[src/rtl/pic_command_sequencer.sv]
`default_nettype none
// ============================================================================
//  Module      : pic_command_sequencer
//  Description : 8259-style command sequencer. Walks the ICW1..ICW4
//                initialization sequence, holds the configuration registers
//                and the IMR, turns OCW2/OCW3 writes into mode bits and
//                one-cycle command pulses, and muxes IRR/ISR/IMR for reads.
//  Revision    : 1.0 - initial release
// ============================================================================
module pic_command_sequencer #(
  parameter logic [7:0] IMR_RESET = 8'h00
) (
  input  logic       clk,
  input  logic       reset,
  input  logic       wr_icw1,
  input  logic       wr_a0,
  input  logic       wr_ocw2,
  input  logic       wr_ocw3,
  input  logic [7:0] wdata,
  input  logic       rd,
  input  logic       rd_a0,
  input  logic [7:0] irr,
  input  logic [7:0] isr,
  output logic [7:0] rdata,
  output logic       init_done,
  output logic       ltim,
  output logic       sngl,
  output logic [4:0] vector_base,
  output logic [7:0] cascade_cfg,
  output logic       upm,
  output logic       aeoi,
  output logic       buf_mode,
  output logic       ms,
  output logic       sfnm,
  output logic [7:0] imr,
  output logic       nonspec_eoi,
  output logic       spec_eoi,
  output logic       set_prio,
  output logic       rotate,
  output logic [2:0] eoi_level,
  output logic       rot_aeoi,
  output logic       special_mask,
  output logic       read_isr,
  output logic       poll_cmd
);

  typedef enum logic [1:0] {
    S_READY     = 2'd0,
    S_WAIT_ICW2 = 2'd1,
    S_WAIT_ICW3 = 2'd2,
    S_WAIT_ICW4 = 2'd3
  } state_t;

  state_t     r_state;
  state_t     w_state_next;
  logic       w_enter_ready;
  logic       r_ic4;

  // Strobe arbitration: ICW1 > A0 write > OCW2 > OCW3; OCWs only act in READY.
  logic w_ready;
  logic w_take_a0;
  logic w_take_ocw2;
  logic w_take_ocw3;
  assign w_ready     = (r_state == S_READY);
  assign w_take_a0   = wr_a0 & ~wr_icw1;
  assign w_take_ocw2 = wr_ocw2 & ~wr_icw1 & ~wr_a0 & w_ready;
  assign w_take_ocw3 = wr_ocw3 & ~wr_icw1 & ~wr_a0 & ~wr_ocw2 & w_ready;

  // State register
  always_ff @(posedge clk or posedge reset) begin
    if (reset) r_state <= S_READY;
    else       r_state <= w_state_next;
  end

  // Next-state decode; flags the edge that completes an init sequence
  always_comb begin
    w_state_next  = r_state;
    w_enter_ready = 1'b0;
    if (wr_icw1) begin
      w_state_next = S_WAIT_ICW2;
    end else if (w_take_a0) begin
      case (r_state)
        S_WAIT_ICW2: begin
          if (!sngl)     w_state_next = S_WAIT_ICW3;
          else if (r_ic4) w_state_next = S_WAIT_ICW4;
          else begin
            w_state_next  = S_READY;
            w_enter_ready = 1'b1;
          end
        end
        S_WAIT_ICW3: begin
          if (r_ic4) w_state_next = S_WAIT_ICW4;
          else begin
            w_state_next  = S_READY;
            w_enter_ready = 1'b1;
          end
        end
        S_WAIT_ICW4: begin
          w_state_next  = S_READY;
          w_enter_ready = 1'b1;
        end
        default: w_state_next = r_state;
      endcase
    end
  end

  // Configuration, mask and mode registers
  always_ff @(posedge clk or posedge reset) begin
    if (reset) begin
      init_done    <= 1'b0;
      r_ic4        <= 1'b0;
      ltim         <= 1'b0;
      sngl         <= 1'b0;
      vector_base  <= 5'd0;
      cascade_cfg  <= 8'h00;
      {sfnm, buf_mode, ms, aeoi, upm} <= 5'd0;
      imr          <= IMR_RESET;
      eoi_level    <= 3'd0;
      rot_aeoi     <= 1'b0;
      special_mask <= 1'b0;
      read_isr     <= 1'b0;
    end else if (wr_icw1) begin
      init_done    <= 1'b0;
      r_ic4        <= wdata[0];
      ltim         <= wdata[3];
      sngl         <= wdata[1];
      imr          <= IMR_RESET;
      eoi_level    <= 3'd0;
      rot_aeoi     <= 1'b0;
      special_mask <= 1'b0;
      read_isr     <= 1'b0;
      if (!wdata[0]) {sfnm, buf_mode, ms, aeoi, upm} <= 5'd0;
    end else if (w_take_a0) begin
      if (w_enter_ready) init_done <= 1'b1;
      case (r_state)
        S_WAIT_ICW2: vector_base <= wdata[7:3];
        S_WAIT_ICW3: cascade_cfg <= wdata;
        S_WAIT_ICW4: {sfnm, buf_mode, ms, aeoi, upm} <= wdata[4:0];
        default:     imr <= wdata;
      endcase
    end else if (w_take_ocw2) begin
      eoi_level <= wdata[2:0];
      if (wdata[7:5] == 3'b100) rot_aeoi <= 1'b1;
      if (wdata[7:5] == 3'b000) rot_aeoi <= 1'b0;
    end else if (w_take_ocw3) begin
      if (wdata[1]) read_isr     <= wdata[0];
      if (wdata[6]) special_mask <= wdata[5];
    end
  end

  // One-cycle command pulses, visible in the cycle after the strobe edge
  always_ff @(posedge clk or posedge reset) begin
    if (reset) begin
      nonspec_eoi <= 1'b0;
      spec_eoi    <= 1'b0;
      set_prio    <= 1'b0;
      rotate      <= 1'b0;
      poll_cmd    <= 1'b0;
    end else begin
      nonspec_eoi <= w_take_ocw2 & (wdata[6:5] == 2'b01);
      spec_eoi    <= w_take_ocw2 & (wdata[6:5] == 2'b11);
      set_prio    <= w_take_ocw2 & (wdata[7:5] == 3'b110);
      rotate      <= w_take_ocw2 & wdata[7] & wdata[5];
      poll_cmd    <= w_take_ocw3 & wdata[2];
    end
  end

  // CPU read-back mux
  always_comb begin
    rdata = 8'h00;
    if (rd) begin
      if (rd_a0)         rdata = imr;
      else if (read_isr) rdata = isr;
      else               rdata = irr;
    end
  end

endmodule
`default_nettype wire

[config.mk]
export PLATFORM = sky130hd
export DESIGN_NAME = pic_command_sequencer
export DESIGN_NICKNAME = d
export VERILOG_FILES = /design/src/rtl/pic_command_sequencer.sv
export SDC_FILE = /design/constraint.sdc
export NUM_CORES = 1
export LEC_CHECK = 0
export CORE_MARGIN = 1.5
export CORE_UTILIZATION = 25
export DETAILED_ROUTE_END_ITERATION = 6
export SLEW_MARGIN = 5
export SYNTH_ARGS = -nofsm -noshare
export SYNTH_HDL_FRONTEND = slang
export SYNTH_SLANG_ARGS = --single-unit
[constraint.sdc]
create_clock -name clk -period 1.85 [get_ports clk]
set_input_delay 0.37 -clock clk [delete_from_list [all_inputs] [get_ports clk]]
set_output_delay 0.37 -clock clk [all_outputs]
set_load 0.005 [all_outputs]
==> results.toml, run 1 <==
[pwr]
switching_share = 0.2674
p_int_mw = 1.903
ir_drop_mv = 0.5201
finalPower_mw = 2.598
p_clk_frac = 0.228
p_leak_nw = 1.421
pwr-share-comb = 0.309
p_seq_frac = 0.463
power_density_mw_per_mm2 = 806.0
p_sw_uw = 694.6

[floorplanning]
die_w_um = 94.67
core_area_mm2 = 0.008175
die_h_um = 94.67
die-area_mm2 = 0.008962
io-pin-count = 80
rows = 33
initial_core_util = 0.2570

[timing]
fin_crit_sh = 1.005
skew_ps = 5.561
finalHoldViolCount = 0
setup_viol = 3
worst_slack_ps = -9.351
worst_pin_slew_ps = 601.0
fmax_mhz = 537.8
maxSlewHeadroom = 0.5969
maxSlewViolCount = 0
grt_setup_unrepaired = "yes"
holdWs_ps = 399.3
min_period_ps = 1859
setup_tns_ps = -17.22

[clock_tree]
clock_latency_ps = 290
htree_levels = 2
cts-root-buf = "clkbuf_8"
clk_pin_slew_ps = 80
cts_buffers = 5
cts_tree = "built"
cts.sinks = 43
ctsLongestPathBuffers = 2
hold_buffers = 0

[logic_synthesis]
yosysTopAreaCell = "dfrtp_1"
yosysWarnings = 0
avgSynthCellArea_um2 = 10.77
ys_ff_latch = 43
synth_area_mm2 = 0.002101
seq_area_frac_synth = 0.5122
synthDistinctLibCells = 33
synth_nets = 232
synth.top_cell.area_share = 0.5122
synth.area.top_cells = "dfrtp_1 51%, mux2_2 8.6%, mux2i_1 7.1%"
synth_cells = 195
synth_edf_count = 0
ys.flop_type = "dfrtp_1"
synthArstFlopShare = 1.000

[route]
drcViolationCount = 0
wirelength_um = 5581
antenna_left = 0
wire_per_inst_um = 14.16
drtPass1Iterations = 4
vias_per_cell = 4.515
vias = 1779
first_iter_violations = 71

[placed_design]
gp_congestion = 0.6881
hpwl_um = 4007
place_inst = 380
io_buffer_count = 79

[global_route]
grt-ovfl-total = 0
grt_pass1_vias = 1739
antenna_found_initial = 0
track_usage = 0.1272
grt_max_degree = 26
grt_pass1_wl_um = 8735

[final_layout]
antennaDiodeCount = 0
drive_gt1_frac = 0.1834
post-route-util = 0.3942
fin_cells = 394
area_growth_pct = 53.42
fill_cells = 828
fin_nets = 326

[outcome]
violations = "setup timing"
outcome = "finished, violations left"

[critical_path]
start_kind = "flop"
path_class = "flop to output pin"
critPathRequiredTime_ps = 1480
cp_max_fo = 3
setup.worst_path.end_class = "output pin"
critPathArrivalTime_ps = 1490

[min_path]
hp-class = "primary input to async pin"

[flow_run]
maxCapViolations = 0
Yosys cell counts (2+ instances only):
library cell and instances:
nor2_1 7, mux2i_1 15, dfrtp_1 43, nand4b_1 2
and3_1 2, nand2_1 20, and4b_1 2, nor2b_1 3
buf_2 5, mux2_1 2, o21ai_0 15, clkbuf_1 3
inv_1 7, ha_1 5, a21oi_1 14, and2_1 8
mux2_2 16, nand3_1 11
cell usage in the layout (no fill, tap or decap), types with 3 or more instances in the layout:
cell type        instances
ha_1                     5
clkbuf_8                 6
nor2_1                   7
o21ai_0                  7
mux2i_1                 15
buf_6                    5
clkdlybuf4s50_1         70
buf_2                    8
dfrtp_1                 42
a21oi_1                 14
mux2_2                  16
nand3_1                 11
and2_1                   8
nor2b_1                  3
buf_4                    9
o21ai_1                  8
nand2_1                 20
inv_1                    6
state kept, by name, indices dropped and copies added (netlist names), 2 cells and up:
signal / count
imr: 8
r_state: 2
vector_base: 5
cascade_cfg: 8
eoi_level: 3
power by group through the flow:
stage	logic [mW]	clock network, mW	registers, mW
final	0.803	0.591	1.20
after global routing	0.882	0.654	1.22
after CTS	0.815	0.615	1.20
after detailed placement	0.809	0	1.22
after global placement	0.804	0	1.21
after floorplan	0.311	0	1.22
metal layers:
metal  vias up  share of wire  GRT usage
met5         -              0          0
met4         0          0.013    0.05224
met3         6          0.091    0.03301
met2        88           0.45     0.2036
met1       828           0.45     0.1623
li1        857              -          -
cell type report:
class,instances,area [µm²],share of cell area
clock buffer,6,82.58,0.02562
sequential,43,1077,0.3342
clock inverter,1,5.005,0.001553
multi-input combinational,135,943.4,0.2927
timing repair buffer,97,957.2,0.2970
tap,105,131.4,0.04076
inverter,7,26.28,0.008152
final timing paths:
| check | slack [ps] | cells after the start | from | to |
|---|---|---|---|---|
| setup / recovery | -9 | 6 | read_isr | rdata[5] |
| hold / removal | 400 | 2 | reset | vector_base[1] |
| setup reg to reg | 330 | 5 | r_state[0] | set_prio |
| hold reg to reg | 510 | 1 | vector_base[2] | vector_base[2] |
| max in group asynchronous | 960 | 3 | reset | read_isr |
| min in group clk | 510 | 1 | vector_base[2] | vector_base[2] |
timing repair:
| action | in CTS | in global routing |
|---|---|---|
| endpoints found under the setup margin | 8 | 8 |
| pin swaps | 6 | 4 |
| gates cloned | 1 | 0 |
| buffers inserted | 6 | 0 |
| gates resized for setup | 49 | 2 |
cell families (layout without fill, tap and decap cells):
logic type / Yosys count / count (layout) / share of synthesized area
buf+inv: 17 / 111 / 0.03871
fa+ha+maj: 5 / 5 / 0.02978
mux: 33 / 33 / 0.1680
flops: 43 / 43 / 0.5122
compound gates: 34 / 34 / 0.08756
simple gates: 63 / 63 / 0.1638
metrics by stage:
step | setup slack (ps) | cell area [µm²]
finish | -9.351 | 3223
floorplan | 477.3 | 2101
detailed placement | -274.4 | 3075
CTS | -50.71 | 3223
global placement | -262.9 | 3075
global route | -91.17 | 3223
critical path: stages (launching register included):
cell	delay [ps]
dfrtp_2	450
clkbuf_16	160
buf_8	120
mux2i_1	140
o21ai_1	70
and2_1	150
buf_2	120
(Power assumes the default switching activity.)
==> run 2, diff against run 1 <==
Clock period 1.85 ns to 1.55 ns, I/O delays scaled along.
==> run 2 against run 1 <==
  * The flow still finishes with violations (setup timing)
  * Utilization rose by 1.1 points
  * Total power rose by 34%
  * Highest routed layer unchanged
  * Largest power group unchanged
  * First-iteration DRC count grew 7.0%
  * Critical path type unchanged
  * Cell count is 1.5% higher
  * Sequential share of layout area shrank 0.91 points
  * Critical endpoint is now rdata[6]
==> results.toml, run 2 (synthesis gave the netlist of run 1 again) <==
[min_path]
hp-class = "primary input to async pin"

[clock_tree]
htree_levels = 2
clk_pin_slew_ps = 80
ctsLongestPathBuffers = 2
cts_buffers = 5
cts.sinks = 43
clock_latency_ps = 300
cts-root-buf = "clkbuf_8"
cts_tree = "built"

[placed_design]
io_buffer_count = 79
place_inst = 381
gp_congestion = 0.7283
place_area_mm2 = 0.003083
dp_slack_ps = -469.6
hpwl_um = 3924

[pwr]
p_int_mw = 2.593
switching_share = 0.2542
p_sw_uw = 883.7
pwr-share-comb = 0.289
p_seq_frac = 0.410
ir_drop_mv = 0.7365
power_density_mw_per_mm2 = 1049
p_leak_nw = 1.609
p_clk_frac = 0.302

[final_layout]
largestRegisters = "cascade_cfg (8), imr (8), vector_base (5)"
final_common_cell = "clkdlybuf4s50_1"
antennaDiodeCount = 0
final_cell_mix = "60 x clkdlybuf4s50_1, 42 x dfrtp_1, 20 x nand2_1"
fill_cells = 819
drive_gt1_frac = 0.2034
regArea_mm2 = 0.001077
stdcell_area_mm2 = 0.003313
fin_cells = 400
area_growth_pct = 57.71
multi_input_area_um2 = 949.7
fin_nets = 331

[timing]
skew_ps = 7.949
fmax_mhz = 571.9
worst_pin_slew_ps = 415.1
maxSlewViolCount = 0
maxSlewHeadroom = 0.7204
finalHoldViolCount = 0
setup_viol = 8
grt_setup_unrepaired = "yes"
fin_crit_sh = 1.128
worst_slack_ps = -198.6
min_period_ps = 1749

[floorplanning]
die-area_mm2 = 0.008962
die_h_um = 94.67
rows = 33
initial_core_util = 0.2570
die_w_um = 94.67
core_area_mm2 = 0.008175
io-pin-count = 80

[route]
wirelength_um = 5578
drtPass1Iterations = 4
first_iter_violations = 76
vias_per_cell = 4.478
antenna_left = 0
wire_per_inst_um = 13.95
vias = 1791
drcViolationCount = 0

[critical_path]
critPathRequiredTime_ps = 1240
reg2reg_from = "r_state[0]"
critPathArrivalTime_ps = 1440
crit_path_start = "read_isr"
path_class = "flop to output pin"
cp_max_fo = 3
start_kind = "flop"
setup.worst_path.end_class = "output pin"

[global_route]
grt_pass1_wl_um = 8549
track_usage = 0.1250
grt-ovfl-total = 0
grt_pass1_vias = 1675
antenna_found_initial = 0
grt_max_degree = 44

[outcome]
outcome = "finished, violations left"
violations = "setup timing"

[flow_run]
maxCapViolations = 0
run 2: through the flow:
step                      power, mW  hold WS (ps)  setup TNS (ps)    util
after global placement        2.411         487.8           -9338  0.3771
after global routing          3.656         361.4           -1936  0.4053
after floorplan               1.825         375.5               0       -
after detailed placement      2.423         491.4           -9351  0.3771
final                         3.477         339.4           -1175  0.4053
after CTS                     3.489         346.9           -1340  0.3959
run 2: area by class of cell:
cell class              count  area share
repair buffers            102      0.2995
clock inverters             3     0.02039
clock buffers               5     0.02077
multi-input cells         135      0.2866
flip-flops and latches     43      0.3251
well taps                 105     0.03965
inverters                   7    0.007931
run 2: power by group through the flow:
stage / Combinational (mW) / Sequential, mW / Clock, mW
6_report: 1.00 / 1.42 / 1.05
5_1_grt: 1.09 / 1.45 / 1.12
4_1_cts: 0.979 / 1.43 / 1.08
3_5_place_dp: 0.970 / 1.45 / 0
3_3_place_gp: 0.964 / 1.45 / 0
2_1_floorplan: 0.371 / 1.45 / 0
run 2: what timing repair did:
item / in CTS / in global routing
resized for setup: 49 / 12
buffers inserted: 5 / 6
pin swaps: 7 / 4
hold buffers: 0 / 0
setup endpoints to repair: 10 / 37
run 2: routing by layer:
layer	GRT usage	share of wire
met5	0	0
met4	0.04104	0.014
met3	0.03865	0.095
met2	0.1905	0.44
met1	0.1677	0.45
run 2: worst paths after layout:
path | to | slack [ps] | cells after the start
min | vector_base[4] | 340 | 3
max reg2reg | r_state[1] | 40 | 5
max | rdata[6] | -200 | 6
min reg2reg | vector_base[2] | 510 | 1
max in group asynchronous | read_isr | 990 | 3
min in group clk | vector_base[2] | 510 | 1
run 2: critical path, cell delays in order, from the launching register on:
cell and delay [ps]:
dfrtp_2 420, buf_6 120, buf_6 120, mux2i_1 150, o21ai_1 70, and2_1 150
buf_2 120
==> run 3, diff against run 2 <==
Settings changed: HOLD_SLACK_MARGIN from default to 0.08, MAX_ROUTING_LAYER from default to met4.
==> run 3 against run 2 <==
  * The run still ends with setup timing left
  * Combinational power barely moved
  * Die area did not move
  * Sequential share of layout area did not move
  * Global-route usage rose by 0.38 points
  * Flip-flop and latch count did not move
  * Utilization did not move
  * First-iteration DRC count rose by 9.2%
  * Worst setup slack barely moved
  * Total power rose by 0.10%
  * Critical path type unchanged
  * Largest cell class unchanged
  * Largest power group unchanged
==> results.toml, run 3 (synthesis gave the netlist of run 1 again) <==
[clock_tree]
cts.sinks = 43
ctsLongestPathBuffers = 2
clk_pin_slew_ps = 90
cts_tree = "built"
cts-root-buf = "clkbuf_8"
cts_buffers = 5
hold_buffers = 0
htree_levels = 2
clock_latency_ps = 300

[pwr]
ir_drop_mv = 0.7371
p_int_mw = 2.593
p_leak_nw = 1.609
pwr-share-comb = 0.289
p_clk_frac = 0.302
switching_share = 0.2549
p_seq_frac = 0.409
power_density_mw_per_mm2 = 1050
p_sw_uw = 887.2

[critical_path]
setup.worst_path.end_class = "output pin"
critPathRequiredTime_ps = 1240
start_kind = "flop"
cp_max_fo = 3
critPathArrivalTime_ps = 1440
r2r-end = "r_state[1]"
worst_r2r_path_depth = 5
path_class = "flop to output pin"
r2r_slack_ps = 30
reg2reg_from = "r_state[0]"

[final_layout]
fin_cells = 400
drive_gt1_frac = 0.2034
fill_cells = 819
regArea_mm2 = 0.001077
antennaDiodeCount = 0
final_common_cell = "clkdlybuf4s50_1"
multi_input_area_um2 = 949.7
final_cell_mix = "60 x clkdlybuf4s50_1, 42 x dfrtp_1, 20 x nand2_1"
largestRegisters = "cascade_cfg (8), imr (8), vector_base (5)"
post-route-util = 0.4053
area_growth_pct = 57.71
stdcell_area_mm2 = 0.003313
fin_nets = 331

[timing]
grt_setup_unrepaired = "yes"
min_period_ps = 1749
worst_slack_ps = -198.7
setup_viol = 8
maxSlewHeadroom = 0.7157
finalHoldViolCount = 0
skew_ps = 8.059
setup_tns_ps = -1177
worst_pin_slew_ps = 421.9
maxSlewViolCount = 0
fin_crit_sh = 1.128
fmax_mhz = 571.8

[placed_design]
hpwl_um = 3924
place_area_mm2 = 0.003083
gp_congestion = 0.7371
place_inst = 381
io_buffer_count = 79
dp_slack_ps = -469.6

[global_route]
grt_pass1_wl_um = 8542
grt_pass1_vias = 1679
antenna_found_initial = 0
track_usage = 0.1288
grt_max_degree = 44
grt-ovfl-total = 0

[flow_run]
maxCapViolations = 0

[floorplanning]
core_area_mm2 = 0.008175
die-area_mm2 = 0.008962
initial_core_util = 0.2570
rows = 33
die_h_um = 94.67
die_w_um = 94.67
io-pin-count = 80

[outcome]
outcome = "finished, violations left"
violations = "setup timing"

[route]
wirelength_um = 5590
vias = 1796
first_iter_violations = 83
drtPass1Iterations = 4
antenna_left = 0
vias_per_cell = 4.490
drcViolationCount = 0
wire_per_inst_um = 13.98

[min_path]
hp-class = "primary input to async pin"
==> run 3: how the worst max path moves through the flow <==
| stage | start | endpoint | slack, ps | cells past startpoint |
|---|---|---|---|---|
| finish | read_isr | rdata[6] | -200 | 6 |
| detailed placement | rd_a0 | rdata[4] | -470 | 6 |
| CTS | read_isr | rdata[6] | -220 | 6 |
| floorplan | r_state[0] | read_isr | 190 | 5 |
| global route | read_isr | rdata[6] | -290 | 6 |
| global placement | rd_a0 | rdata[2] | -450 | 6 |
==> run 3: what timing repair did <==
action | in CTS | in global routing
endpoints found under the setup margin | 10 | 37
cloned | 0 | 0
pin swaps | 7 | 4
gates resized for setup | 49 | 12
setup buffers | 5 | 6
==> run 3: worst max-delay path, stage by stage, from the launching register on <==
cell and delay (ps):
dfrtp_2 420, buf_6 120, buf_6 120, mux2i_1 150
o21ai_1 70, and2_1 150, buf_2 120
==> run 3: power by group through the flow <==
stage               clock (mW)  combinational (mW)  sequential [mW]
finish                    1.05                1.01             1.42
global route              1.12                1.09             1.45
CTS                       1.08               0.979             1.43
detailed placement           0               0.970             1.45
global placement             0               0.964             1.45
floorplan                    0               0.371             1.45
==> run 3: metrics by stage <==
stage / power [mW] / hold slack [ps]
final: 3.480 / 336.7
after global routing: 3.656 / 362.8
after CTS: 3.489 / 346.9
after detailed placement: 2.423 / 491.4
after global placement: 2.411 / 487.8
after floorplan: 1.825 / 375.5
==> run 3: cell type report <==
cell class / count / share of cell area
well taps: 105 / 0.03965
inverters: 7 / 0.007931
clock inverters: 3 / 0.02039
clock buffers: 5 / 0.02077
flip-flops and latches: 43 / 0.3251
multi-input cells: 135 / 0.2866
repair buffers: 102 / 0.2995
==> run 3: per-layer routing <==
layer | track usage | vias up | share of wire
li1 | - | 869 | -
met1 | 0.1697 | 857 | 0.46
met2 | 0.1911 | 64 | 0.45
met3 | 0.03543 | 6 | 0.083
met4 | 0.04104 | 0 | 0.012
met5 | - | - | 0
